**src/rtl/snes_pkg.sv**
```systemverilog
// snes_pkg: shared state encoding and tick-length helper for the SNES pad poller.
package snes_pkg;

  typedef enum logic [2:0] {
    ST_IDLE,
    ST_LATCH,
    ST_LOW,
    ST_HIGH,
    ST_DONE
  } state_e;

  function automatic int tick_count(input int clk_ns, input int tick_ns);
    int n;
    n = tick_ns / clk_ns;
    return (n < 1) ? 1 : n;
  endfunction

endpackage

```
**src/rtl/snes_tick_gen.sv**
```systemverilog
// snes_tick_gen: one-cycle tick every N clocks; counter held at 0 while disabled.
module snes_tick_gen #(
  parameter int N = 150
) (
  input  logic clk_i,
  input  logic rstn_i,
  input  logic en_i,
  output logic tick_o
);

  localparam int W = (N > 1) ? $clog2(N) : 1;
  localparam logic [W-1:0] LAST = W'(N - 1);

  logic [W-1:0] cnt_q;

  assign tick_o = en_i && (cnt_q == LAST);

  always_ff @(posedge clk_i or negedge rstn_i) begin
    if (!rstn_i) begin
      cnt_q <= '0;
    end else if (!en_i || tick_o) begin
      cnt_q <= '0;
    end else begin
      cnt_q <= cnt_q + W'(1);
    end
  end

endmodule

```
**src/rtl/snes_multipad.sv**
```systemverilog
// snes_multipad: polls NB_PADS SNES pads over a shared clock/latch pair.
// Define SNES_PAD_DETECT_EN for present_o, derived from one extra raw bit.
module snes_multipad
  import snes_pkg::*;
#(
  parameter int CLK_PER_NS = 40,
  parameter int TICK_NS    = 6000,
  parameter int NB_PADS    = 2,
  parameter int REG_SIZE   = 16,
  parameter int AUTO_POLL  = 1,
  parameter int POLL_TICKS = 2778,
  parameter int ACTIVE_LOW = 1
) (
  input  logic                        clk_i,
  input  logic                        rstn_i,
  input  logic                        start_i,
  output logic                        busy_o,
  output logic                        dclock_o,
  output logic                        dlatch_o,
  input  logic [NB_PADS-1:0]          sdata_i,
  output logic [NB_PADS*REG_SIZE-1:0] vdata_o,
  output logic                        valid_o,
  output logic [NB_PADS-1:0]          changed_o
`ifdef SNES_PAD_DETECT_EN
  ,
  output logic [NB_PADS-1:0]          present_o
`endif
);

  localparam int NTICK = tick_count(CLK_PER_NS, TICK_NS);
`ifdef SNES_PAD_DETECT_EN
  localparam int NBITS = REG_SIZE + 1;
`else
  localparam int NBITS = REG_SIZE;
`endif
  localparam int BW = $clog2(NBITS + 1);
  localparam logic [BW-1:0] LAST = BW'(NBITS - 1);
  localparam logic INV = (ACTIVE_LOW != 0);
  localparam logic [31:0] PT = 32'(POLL_TICKS);

  state_e state_q, state_d;

  logic                        tick;
  logic                        tick_en;
  logic                        sample;
  logic                        go;
  logic                        poll_go;
  logic                        poll_late;
  logic                        armed_q;
  logic                        half_q;
  logic [BW-1:0]               bit_q;
  logic [31:0]                 poll_q;
  logic [NB_PADS*REG_SIZE-1:0] shadow_q;
`ifdef SNES_PAD_DETECT_EN
  logic [NB_PADS-1:0]          extra_q;
`endif

  // an overdue poll skips the tick wait and restarts the tick phase
  assign poll_late = (poll_q >= PT);
  assign poll_go = poll_late ||
                   (tick && (!armed_q || poll_q >= PT - 32'd1));
  assign go = (AUTO_POLL != 0) ? poll_go : start_i;
  assign tick_en = (AUTO_POLL != 0) ?
                   !(state_q == ST_IDLE && poll_late) :
                   (state_q != ST_IDLE);

  snes_tick_gen #(
    .N(NTICK)
  ) u_tick (
    .clk_i (clk_i),
    .rstn_i(rstn_i),
    .en_i  (tick_en),
    .tick_o(tick)
  );

  always_ff @(posedge clk_i or negedge rstn_i) begin
    if (!rstn_i) state_q <= ST_IDLE;
    else         state_q <= state_d;
  end

  always_comb begin
    state_d  = state_q;
    dclock_o = 1'b1;
    dlatch_o = 1'b0;
    busy_o   = 1'b1;
    sample   = 1'b0;
    unique case (state_q)
      ST_IDLE: begin
        busy_o = 1'b0;
        if (go) state_d = ST_LATCH;
      end
      ST_LATCH: begin
        dlatch_o = 1'b1;
        if (tick && half_q) begin
          sample  = 1'b1;
          state_d = ST_LOW;
        end
      end
      ST_LOW: begin
        dclock_o = 1'b0;
        if (tick) state_d = ST_HIGH;
      end
      ST_HIGH: begin
        if (tick) begin
          sample  = 1'b1;
          state_d = (bit_q == LAST) ? ST_DONE : ST_LOW;
        end
      end
      ST_DONE: state_d = ST_IDLE;
      default: state_d = ST_IDLE;
    endcase
  end

  always_ff @(posedge clk_i or negedge rstn_i) begin
    if (!rstn_i) begin
      vdata_o   <= '0;
      valid_o   <= 1'b0;
      changed_o <= '0;
      shadow_q  <= '0;
      bit_q     <= '0;
      half_q    <= 1'b0;
      poll_q    <= '0;
      armed_q   <= 1'b0;
`ifdef SNES_PAD_DETECT_EN
      extra_q   <= '0;
      present_o <= '0;
`endif
    end else begin
      valid_o <= 1'b0;
      if (state_q == ST_IDLE) begin
        bit_q  <= '0;
        half_q <= 1'b0;
      end
      if (state_q == ST_LATCH && tick) half_q <= 1'b1;
      if (state_q == ST_IDLE && go) begin
        poll_q  <= '0;
        armed_q <= 1'b1;
      end else if (tick && !poll_late) begin
        poll_q <= poll_q + 32'd1;
      end
      if (sample) begin
        bit_q <= bit_q + BW'(1);
        for (int p = 0; p < NB_PADS; p++) begin
          for (int k = 0; k < REG_SIZE; k++) begin
            if (bit_q == BW'(k))
              shadow_q[p*REG_SIZE+k] <= sdata_i[p] ^ INV;
          end
`ifdef SNES_PAD_DETECT_EN
          if (bit_q == BW'(REG_SIZE)) extra_q[p] <= sdata_i[p];
`endif
        end
      end
      if (state_q == ST_DONE) begin
        valid_o <= 1'b1;
        vdata_o <= shadow_q;
        for (int p = 0; p < NB_PADS; p++) begin
          changed_o[p] <= shadow_q[p*REG_SIZE +: REG_SIZE] !=
                          vdata_o[p*REG_SIZE +: REG_SIZE];
`ifdef SNES_PAD_DETECT_EN
          present_o[p] <= ~extra_q[p];
`endif
        end
      end
    end
  end

endmodule

```
**config.mk**
```make
export PLATFORM = sky130hd
export DESIGN_NAME = snes_multipad
export DESIGN_NICKNAME = d
export VERILOG_FILES = /design/src/rtl/snes_pkg.sv /design/src/rtl/snes_tick_gen.sv /design/src/rtl/snes_multipad.sv
export SDC_FILE = /design/constraint.sdc
export NUM_CORES = 1
export LEC_CHECK = 0
export CAP_MARGIN = 20
export CORE_MARGIN = 1.5
export CORE_UTILIZATION = 50
export CTS_BUF_LIST = sky130_fd_sc_hd__clkbuf_4 sky130_fd_sc_hd__clkbuf_8 sky130_fd_sc_hd__clkbuf_16
export DETAILED_ROUTE_END_ITERATION = 10
export DONT_BUFFER_PORTS = 1
export PLACE_DENSITY_LB_ADDON = 0.2
export SLEW_MARGIN = 20
export SYNTH_ARGS = -nofsm -noshare
export SYNTH_HDL_FRONTEND = slang
export SYNTH_SLANG_ARGS = --single-unit
```
**constraint.sdc**
```tcl
create_clock -name clk_i -period 4.2 [get_ports clk_i]
set_input_delay 0.42 -clock clk_i [delete_from_list [all_inputs] [get_ports clk_i]]
set_output_delay 0.42 -clock clk_i [all_outputs]
set_load 0.01 [all_outputs]
```
== Word level (Yosys, flattened, before mapping) ==
Index checks and enable logic that the tools add are counted.
Cells by class
  add/sub/neg operators: 3
  muxes and demuxes: 20
  equality and inequality tests: 26
  magnitude comparators: 2
  reductions and logical operators: 35
  bitwise logic cells: 2
Operators by type and width (number)
  32-bit by 12-bit >= comparator with 1-bit output, second input constant: 2
  32-bit two-way mux: 2
  5-bit by 4-bit == test with 1-bit output, second input constant: 8
  32-bit by 1-bit adder with 32-bit output, second input constant: 1
  16-bit != test: 2
  2-bit AND reduction: 16
  5-bit by 3-bit == test with 1-bit output, second input constant: 4
  3-bit two-way mux: 5
  3-bit case mux with 4 select lines: 1
  5-bit by 2-bit == test with 1-bit output, second input constant: 2
  5-bit two-way mux: 2
  8-bit by 1-bit adder with 8-bit output, second input constant: 1
  8-bit == test, second input constant: 1
  1-bit two-way mux: 8
  8-bit two-way mux: 1
  2-bit != test, second input constant: 4
  1-bit logical AND: 7
  3-bit by 2-bit == test with 1-bit output, second input constant: 2
  2-bit nonzero test: 3
  5-bit by 1-bit adder with 5-bit output, second input constant: 1
  5-bit by 1-bit == test with 1-bit output, second input constant: 1
  5-bit logical NOT: 1
  4-bit AND reduction: 1
  3-bit by 1-bit == test with 1-bit output, second input constant: 1
  other kinds (6): 11
Storage, ports and cells
  word-level logic and storage cells: 113
  input bits: 5
  output and inout port bits: 38
  bits in registers: 117

== Longest topological paths before layout ==
  depth after elaboration: 8
  depth in mapped cells: 9
  depth with buffers taken out: 8

== By module ==
A second synthesis with hierarchy kept.
Second synthesis, totals
  cells, all modules: 507
  area total of the unflattened synthesis: 5440.2 µm²
Modules (own cells, without submodules)
  snes_multipad: cells each 468, instances 1, seq. area each 2727.6 µm², area each 5034.8 µm²
  snes_tick_gen: cells each 39, instances 1, seq. area each 200.2 µm², area each 405.4 µm²

== Worst setup path before layout ==
No wires, ideal clock.
  path type: flip-flop to flip-flop
  start point: register poll_q[0]
  end point: register poll_q[8]
  data arrival time: 2202 ps
  data required time: 4122 ps
  buffers on the path: 0
  library setup time: 78 ps
  stages on the path, launching flop included: 9
  path slack: 1920 ps
  period minus slack after synthesis: 2280 ps
  path through: dfrtp_1 -> inv_1 -> ha_1 -> or3_1 -> a31oi_1 -> o211ai_4 -> mux2i_1 -> or4_1 -> a21oi_1
On the way
  cells in the longest elaborated chain, start to end: 8
  elaborated cells between the ends (all ways): 15
  classes of those cells: 1 x add/sub; 2 x order compare; 2 x mux; 10 x reduce/logical
RTL lines
  from (decl): line snes_multipad.sv:52  | logic [31:0] poll_q;
  from (signal assigned): line snes_multipad.sv:139  | poll_q <= poll_q + 32'd1;
  32-bit by 12-bit >= comparator with 1-bit output: line snes_multipad.sv:59  | assign poll_late = (poll_q >= PT);
  1-bit logical AND: line snes_multipad.sv:64  | !(state_q == ST_IDLE && poll_late) :
  1-bit logical NOT: line snes_multipad.sv:64
  1-bit logical AND: line snes_tick_gen.sv:16  | assign tick_o = en_i && (cnt_q == LAST);
  1-bit logical AND: line snes_multipad.sv:61  | (tick && (!armed_q || poll_q >= PT - 32'd1));
  1-bit logical OR: line snes_multipad.sv:60  | assign poll_go = poll_late ||
  1-bit logical AND: line snes_multipad.sv:135  | if (state_q == ST_IDLE && go) begin
  32-bit two-way mux or 2-bit nonzero test (tied branches)
Several ways; a longest one is shown, not always the timed one. The select of a mux whose other input is x is not followed.
A chain may end at the register's enable or synchronous reset.

== Worst setup path in the final report ==
  start point: register u_tick.cnt_q[1]
  end point: register shadow_q[7]
On the way
  cells in the longest elaborated chain, start to end: 6
  elaborated cells between the ends (all ways): 7
  classes of those cells: 1 x eq/ne; 3 x mux; 3 x reduce/logical
RTL lines
  from (decl): line snes_tick_gen.sv:14  | logic [W-1:0] cnt_q;
  from (signal assigned): line snes_tick_gen.sv:24  | cnt_q <= cnt_q + W'(1);
  8-bit == test *: line snes_tick_gen.sv:16
  1-bit logical AND *: line snes_tick_gen.sv:16
  1-bit logical AND: line snes_multipad.sv:94  | if (tick && half_q) begin
  1-bit two-way mux: line snes_multipad.sv:94
  1-bit case mux with 2 select lines *: line snes_multipad.sv:87  | unique case (state_q)
  2-bit AND reduction (no line) *
  to (signal, indexed assignment): line snes_multipad.sv:146  | shadow_q[p*REG_SIZE+k] <= sdata_i[p] ^ INV;
  to (decl): line snes_multipad.sv:53  | logic [NB_PADS*REG_SIZE-1:0] shadow_q;
Every way passes the cells marked *; elsewhere a longest branch is shown, timed or not.

==> flow_summary.ini <==
[run_status]
status = completed

[power]
power_uw = 2680
p_clk_share_pct = 56.8
seq_power_share_pct = 42.1
ir_drop_uv = 233
power_density_nw_per_um2 = 428
switching_share_pct = 20.9
p_leak_uw = 0.00287
power.switching_uw = 560
p_int_uw = 2120
combinationalPowerShare_pct = 1.1

[sta]
rsz0062_at_grt = false
max_freq_mhz = 377
whs_ps = 21.2
period_share_pct = 63.2
finalHoldViolCount = 0
fin_skew_ps = 14.5
period_minus_slack_ps = 2650
setup_viol = 0
worstMarginPinSlew_ps = 969
slew_headroom_pct = 34.8
tns_ps = 0
finalMaxSlewViolations = 0

[synth]
synth_area_per_cell_sq_um = 10.6
synth_edf_count = 0
yosysUniqueCellTypes = 44
ys_ff_latch = 117
async_flop_share_pct = 100
syn-num-nets = 528
ys_seq_area_share_pct = 54.0
ys.warnings.count = 0
synth_cells = 512
ys.flop_type = dfrtp_1
syn_area_sq_um = 5420

[clocking]
ctsHtreeMaxLevel = 4
clockBufferDepth = 2
post_cts_buffers = 0
insertion_delay_ps = 510
root_buffer = clkbuf_8
numCtsBuffers = 17
ctsHoldBuffers = 4
cts_tree = built
cts_sinks = 117
clk_pin_slew_ps = 60
cts_resized = 0

[place]
dpl.hpwl_mm = 7.07
place.gp.congestion = 0.784
numPortBuffers = 0

[routing]
wl_met3_um = 426
drc = 0
top_layer_used = met4
first_pass_iters = 4
drt_wl_total_mm = 10.9
vias = 3767
wl_per_cell_um = 16.2
initialDrtViolationCount = 201
met2_length_mm = 5.42
vias_per_cell = 5.61
ant_nets = 0
wl_met1_mm = 4.97

[critical_path]
cp.required_ps = 4610
end_kind = register
worstSetupPathType = register to register
startpoint_type = register
crit_fanout = 8
critical_path_arrival_ps = 3060

[grt]
grt-ovfl-total = 0
grt_max_degree = 118
grt_pass1_wl_mm = 18.7
antenna_found_initial = 0
grt_pass1_vias = 3809
track_usage_pct = 20.7

[final_layout]
regArea_sq_um = 2930
final_common_cell = dfrtp_1
area_growth_pct = 15.5
most-common-layout-cells = dfrtp_1 (117), nand2_1 (58), nor2_1 (53), o21ai_0 (39), xnor2_1 (33)
fillers = 847
postLayoutCoreUtil_pct = 60.1
multi_input_area_sq_um = 2400
final_layout_size_suffix_gt1_share_pct = 14.7
nets = 540
n_antenna_cell = 0

[floorplanning]
initial_utilization_pct = 52.0
core_area_sq_um = 10400
io_pins = 43
die-area_sq_um = 11500
die_h_um = 107
fp-row-count = 37
die_w_um = 107

[worst_hold_path]
worst_hold_path_type = input port to register

[flow_run]
drv_cap = 0
## worst max-delay path, stage by stage, from the launching register on
cell and delay, ps:
dfrtp_1 420, inv_1 70, ha_1 150, and4b_1 240
nand3_1 220, nor3_1 830, nand3_1 340, o21ai_0 280
## Yosys cell counts, drive strengths merged (4+ instances only)
cell type / count / area share [%]
dfrtp: 117 / 54
nand2: 58 / 4.0
nor2: 53 / 3.7
o21ai: 39 / 3.6
xnor2: 33 / 5.3
mux2: 32 / 6.6
a21oi: 21 / 1.9
nand3: 18 / 1.7
and3: 15 / 1.7
clkbuf: 14 / 0.97
a31oi: 13 / 1.5
ha: 11 / 2.5
nand4: 11 / 1.4
nor4: 9 / 1.3
inv: 8 / 0.55
xor2: 6 / 0.97
nor3: 5 / 0.67
nor3b: 5 / 0.97
or3: 5 / 0.58
nor2b: 4 / 0.46
or4: 4 / 0.55
## area by class of cell
class	instances	share of cell area [%]
sequential	117	46.8
multi-input combinational	371	38.4
clock buffer	18	6.84
clock inverter	13	3.14
tap	136	2.72
timing repair buffer	9	1.64
inverter	8	0.480
## metal layers
metal  vias up  global-route usage, %
met1      1843                   26.2
met5         -                      0
li1       1842                      -
met4         0                   7.05
met2        72                   34.7
met3        10                   5.29
## cells by family (layout without fill, tap and decap cells)
kind of cell | after synthesis | count (layout) | synth area share [%]
compound gates | 87 | 87 | 9.40
fa+ha+maj | 11 | 11 | 2.54
xor+xnor | 39 | 39 | 6.30
mux | 35 | 35 | 7.20
flops | 117 | 117 | 54.0
buf+inv | 24 | 48 | 1.71
simple gates | 199 | 199 | 18.8
## power by group through the flow
stage                     Clock (uW)  Combinational (uW)  Sequential (uW)
after floorplan                    0                1.88             1150
after global placement             0              0.0192             1150
after detailed placement           0              0.0192             1150
after CTS                       1550                29.0             1130
after global routing            1610                34.8             1130
final                           1520                29.3             1130
## per-stage QoR
stage          instance area, sq um  std cells  worst slack [ps]
2_1_floorplan                  5420        512              1920
3_3_place_gp                   5550        634              1620
3_5_place_dp                   5550        634              1560
4_1_cts                        6230        669              1550
5_1_grt                        6260        672              1330
6_report                       6260        672              1550
## sequential cells by signal, indices dropped and copies added, names as in the netlist
signal	flops
bit_q	5
u_tick.cnt_q	8
shadow_q	32
valid_o	1
vdata_o	32
half_q	1
changed_o	2
armed_q	1
state_q	3
poll_q	32
## worst paths after layout
kind / start / slack [ps] / cells past startpoint / to
worst max-delay path: u_tick.cnt_q[1]$_DFF_PN0_ / 1550 / 7 / shadow_q[7]$_DFFE_PN0P_
worst min-delay path: sdata_i[1] / 20 / 1 / shadow_q[20]$_DFFE_PN0P_
worst max register to register: u_tick.cnt_q[1]$_DFF_PN0_ / 1550 / 7 / shadow_q[7]$_DFFE_PN0P_
worst min register to register: armed_q$_DFFE_PN0N_ / 470 / 1 / armed_q$_DFFE_PN0N_
max in group asynchronous: rstn_i / 3220 / 2 / bit_q[2]$_DFFE_PN0P_
min in group asynchronous: rstn_i / 530 / 2 / vdata_o[22]$_DFFE_PN0P_
(Power assumes the default switching activity.)
